<file path="config.mk">
export PLATFORM = sky130hd
export DESIGN_NAME = fetch_unit
export DESIGN_NICKNAME = d
export VERILOG_FILES = /design/src/rtl/fetch_unit.sv
export SDC_FILE = /design/constraint.sdc
export NUM_CORES = 1
export LEC_CHECK = 0
export CORE_ASPECT_RATIO = 1.5
export CORE_MARGIN = 5
export CORE_UTILIZATION = 39
export DETAILED_ROUTE_END_ITERATION = 7
export PLACE_DENSITY = 0.81
export SYNTH_ARGS = -nofsm -noshare
export SYNTH_HDL_FRONTEND = slang
export SYNTH_SLANG_ARGS = --single-unit
</file>
<file path="constraint.sdc">
create_clock -name CLK -period 2.1 [get_ports CLK]
set_input_delay 0.315 -clock CLK [delete_from_list [all_inputs] [get_ports CLK]]
set_output_delay 0.315 -clock CLK [all_outputs]
set_load 0.01 [all_outputs]
</file>
<file path="src/rtl/fetch_unit.sv">
// Instruction-fetch sequencer: drives the PC register and imem reads, and holds one fetched
// instruction for decode. Optional halt-on-opcode-0x3F support is enabled with FETCH_HALT_EN.
module fetch_unit #(
  parameter logic [31:0] PC_INC   = 32'd4,
  parameter logic [31:0] RESET_PC = 32'h0000_0000
) (
  input  logic        CLK,
  input  logic        nRST,
  input  logic [31:0] pc_curr,
  output logic        pc_en,
  output logic [31:0] pc_next,
  output logic        imem_ren,
  output logic [31:0] imem_addr,
  input  logic        ihit,
  input  logic [31:0] imem_load,
  input  logic        redirect,
  input  logic [31:0] redirect_pc,
  output logic        out_valid,
  input  logic        out_ready,
  output logic [31:0] out_instr,
  output logic [31:0] out_pc,
  output logic [31:0] out_npc,
  output logic        halt
);

  typedef enum logic [1:0] {
    FETCH  = 2'd0,
    FULL   = 2'd1
`ifdef FETCH_HALT_EN
    ,
    HALTED = 2'd2
`endif
  } state_e;

  state_e      state_q, state_d, drain_st;
  logic        out_valid_q, out_valid_d;
  logic [31:0] out_instr_q, out_instr_d;
  logic [31:0] out_pc_q, out_pc_d;
  logic [31:0] out_npc_q, out_npc_d;
  logic [31:0] pc_seq;
  logic        ren, en, cap;
  logic [31:0] nxt;
  logic        halt_blk, halt_op;
  logic        unused_bits;

  // Redirect targets are word aligned; the low bits are dropped on purpose.
  assign unused_bits = ^redirect_pc[1:0];

  assign pc_seq    = pc_curr + PC_INC;
  assign imem_addr = pc_curr;

`ifdef FETCH_HALT_EN
  logic halt_q, halt_d;

  assign halt_blk = halt_q;
  assign halt_op  = (imem_load[31:26] == 6'b111111);
  assign drain_st = halt_q ? HALTED : FETCH;
  assign halt     = halt_q;
`else
  assign halt_blk = 1'b0;
  assign halt_op  = 1'b0;
  assign drain_st = FETCH;
  assign halt     = 1'b0;
`endif

  always_comb begin
    state_d     = state_q;
    out_valid_d = out_valid_q;
    out_instr_d = out_instr_q;
    out_pc_d    = out_pc_q;
    out_npc_d   = out_npc_q;
`ifdef FETCH_HALT_EN
    halt_d      = halt_q;
`endif
    en          = 1'b0;
    nxt         = pc_seq;

    // Fetch only when the output slot will be free; a pending halt stops new fetches.
    unique case (state_q)
      FETCH:   ren = 1'b1;
      FULL:    ren = out_ready && !halt_blk;
      default: ren = 1'b0;
    endcase
    cap = ren && ihit;

    if (redirect && !halt_blk) begin
      en          = 1'b1;
      nxt         = {redirect_pc[31:2], 2'b00};
      out_valid_d = 1'b0;
      state_d     = FETCH;
    end else if (cap) begin
      // A halt instruction is delivered but leaves the PC parked on its own address.
      en          = !halt_op;
      out_valid_d = 1'b1;
      out_instr_d = imem_load;
      out_pc_d    = pc_curr;
      out_npc_d   = pc_seq;
      state_d     = FULL;
`ifdef FETCH_HALT_EN
      halt_d      = halt_op;
`endif
    end else if (state_q == FULL && out_ready) begin
      out_valid_d = 1'b0;
      state_d     = drain_st;
    end

    if (!nRST) begin
      ren = 1'b0;
      en  = 1'b0;
    end
  end

  assign imem_ren = ren;
  assign pc_en    = en;
  assign pc_next  = nxt;

  always_ff @(posedge CLK or negedge nRST) begin
    if (!nRST) begin
      state_q     <= FETCH;
      out_valid_q <= 1'b0;
      out_instr_q <= 32'h0;
      out_pc_q    <= RESET_PC;
      out_npc_q   <= RESET_PC + PC_INC;
    end else begin
      state_q     <= state_d;
      out_valid_q <= out_valid_d;
      out_instr_q <= out_instr_d;
      out_pc_q    <= out_pc_d;
      out_npc_q   <= out_npc_d;
    end
  end

`ifdef FETCH_HALT_EN
  always_ff @(posedge CLK or negedge nRST) begin
    if (!nRST) halt_q <= 1'b0;
    else       halt_q <= halt_d;
  end
`endif

  assign out_valid = out_valid_q;
  assign out_instr = out_instr_q;
  assign out_pc    = out_pc_q;
  assign out_npc   = out_npc_q;

endmodule
</file>
==> run metrics <==
min Tclk post-route 2.105 ns; area share of the largest cell type after synthesis 48.95%; Final Hold Viols 0; root buf cell clkbuf_16; top-count cell post-synth nand2_1; Yosys warnings 0; CTS max path bufs 2; Pwr per Cell Area 650.3 mW/mm2; Synth Area per Inst 8.802 um2; Post-synth EDFFs 0; Initial Utilization 39.99%; mapped cell area 0.004806 mm2; CP Max Fanout 5; Hold WS 0.2585 ns; Setup crit start kind input port; via count 5,144; leakage power 3.997 nW; Post-synth top flop dfrtp_1; Cell variety after synth 38; layout net count 967; Syn Nets 648; status finished with violations; drt drc 0; grt total ovfl 0; clk_skew 0.008215 ns; H-tree depth 3; FFs w/ async S/R, synth 100.0%; core region area 0.01202 mm2; CTS Sinks 95; register area share after synthesis 49.49%; Initial DRC Count 232; post-synthesis cell count 546; FF+latch count, synth 95; Data arrival, critical path 1.79 ns; Clk Latency, worst-skew pair 0.34 ns; first-pass GRT wire length 29,380 um; Die X 100.6 um; Tcrit/Tclk final 100.2%; Clock transition at path regs 0.07 ns; CTS tree built; RD Place Congestion 0.8926; setup TNS -0.004927 ns; top cells by area, synth dfrtp_1 (49%), nand2_1 (16%), mux2_2 (6.6%); row count 49; first-pass iteration count of the detailed router 4; max-cap violation count 0; Final Slew Violations 0; VDD IR-drop max 386.5 uV; final WL 19,360 um; Port Buffer Count 261; GRT Total Usage 25.48%; largest net degree at the start of global routing 80; Worst Tran Pin Value 1.057 ns; Hold Path Class in2reg; Post-synth top cells nand2_1 (210), dfrtp_1 (94), buf_4 (36), nor2_1 (29), mux2_2 (28); DP HPWL 14,140 um; Final ANT Viol Nets 0; fraction of layout instances using a drive strength above 1 28.31%; type of destination of the critical path output port; vias in the first global route 5,344; endpoints failing setup 1; total CTS buffers 9; worst path required time 1.78 ns; Vert. Die Dim 146.0 um; PnR worst setup slack -0.004927 ns; Setup CP Type in2out; slew margin rel. 29.56%; fmax 0.4751 GHz; RSZ-0062 raised after global routing yes; failing checks negative setup slack; # IOs 265; initial antenna violation count 1; routed len/inst 18.92 um; vias per cell 5.028; P&R area growth vs syn 80.84%; area leader, netlist dfrtp_1; Die ar. 0.01469 mm2; flop2flop setup slack 0.39 ns
cell type report:
cell class	instances	area, um2
repair buffers	372	3468
fillers	882	3326
flip-flops and latches	95	2379
multi-input cells	384	2372
clock buffers	10	229.0
well taps	153	191.4
clock inverters	5	36.28
inverters	3	12.51
diodes	1	2.502
registers in the layout, indices dropped and copies added (netlist names):
signal and cells:
out_instr 32, out_npc 30, out_pc 32, state_q 1
path summary, 6_finish.rpt:
check	start	end	cells after the start
max in group asynchronous	nRST	out_npc[28]	2
hold / removal	pc_curr[4]	out_pc[4]	3
hold reg to reg	out_instr[12]	out_instr[12]	2
min in group asynchronous	nRST	out_npc[24]	2
setup / recovery	pc_curr[10]	pc_next[30]	7
setup reg to reg	state_q[0]	out_pc[8]	6
power by group:
part | internal (mW) | leakage, nW | total [mW] | switching [mW]
clock | 0.797 | 0.121 | 1.50 | 0.705
combinational | 1.06 | 2.73 | 1.89 | 0.832
sequential | 2.11 | 1.15 | 2.26 | 0.155
total | 3.96 | 4.00 | 5.65 | 1.69
what timing repair did:
item,CTS,global route
setup endpoints to repair,30,19
pin swaps,30,28
hold endpoints to repair,16,0
hold buffers,1,0
cloned,2,0
buffers inserted,18,6
gates resized for setup,239,54
kinds of logic (layout without fill, tap and decap cells):
kind of cell             Yosys count  after routing  synth area share [%]
AND/OR/NAND/NOR                  293            295                 26.50
flip-flops                        95             95                 49.49
buffers and inverters             69            390                 8.670
AO/OA/AOI/OAI                     44             44                 5.702
multiplexers                      28             28                 6.561
XOR/XNOR                          15             15                 2.734
adder cells (fa/ha/maj)            1              1                0.2603
other                              1              2               0.07803
worst max-delay path: stages:
cell	delay (ns)
buf_8	0.08
and4_4	0.26
buf_8	0.14
nand3_4	0.08
or4_4	0.56
a31oi_4	0.22
buf_6	0.13
through the flow:
| stage | utilization (%) | setup slack, ns | power [mW] | cells | instance area, um2 |
|---|---|---|---|---|---|
| CTS | 70.66 | -0.06833 | 5.653 | 1018 | 8491 |
| global placement | 65.79 | -0.9809 | 4.082 | 982 | 7905 |
| floorplan | - | 0.05227 | 2.908 | 546 | 4806 |
| detailed placement | 65.79 | -1.018 | 4.137 | 982 | 7905 |
| global route | 72.32 | -0.04269 | 5.917 | 1023 | 8691 |
| finish | 72.32 | -0.004927 | 5.651 | 1023 | 8691 |
per-layer routing:
| metal | GRT usage (%) | vias to the layer above | share of wire, % |
|---|---|---|---|
| li1 | - | 2406 | - |
| met1 | 28.91 | 2512 | 36 |
| met2 | 45.78 | 176 | 54 |
| met3 | 4.317 | 50 | 5.2 |
| met4 | 11.13 | 0 | 4.1 |
| met5 | 0 | - | 0 |
cell usage in the layout, fill, tap and decap left out, drive strengths merged, types with 2 or more instances in the layout:
cell type,count
o31ai,6
inv,2
nor2b,4
clkinv,3
o21ai,10
and4,5
nand4,8
nand3,14
dfrtp,94
buf,147
nor4,2
nand2,210
mux2,28
nor2,29
nor3,2
clkdlybuf4s50,200
and3,3
clkdlybuf4s15,3
clkinvlp,3
or4,7
a31oi,26
xnor2,10
dlygate4sd2,13
xor2,5
clkbuf,17
or3,6
Note: power is estimated with default switching activity, not from simulation.
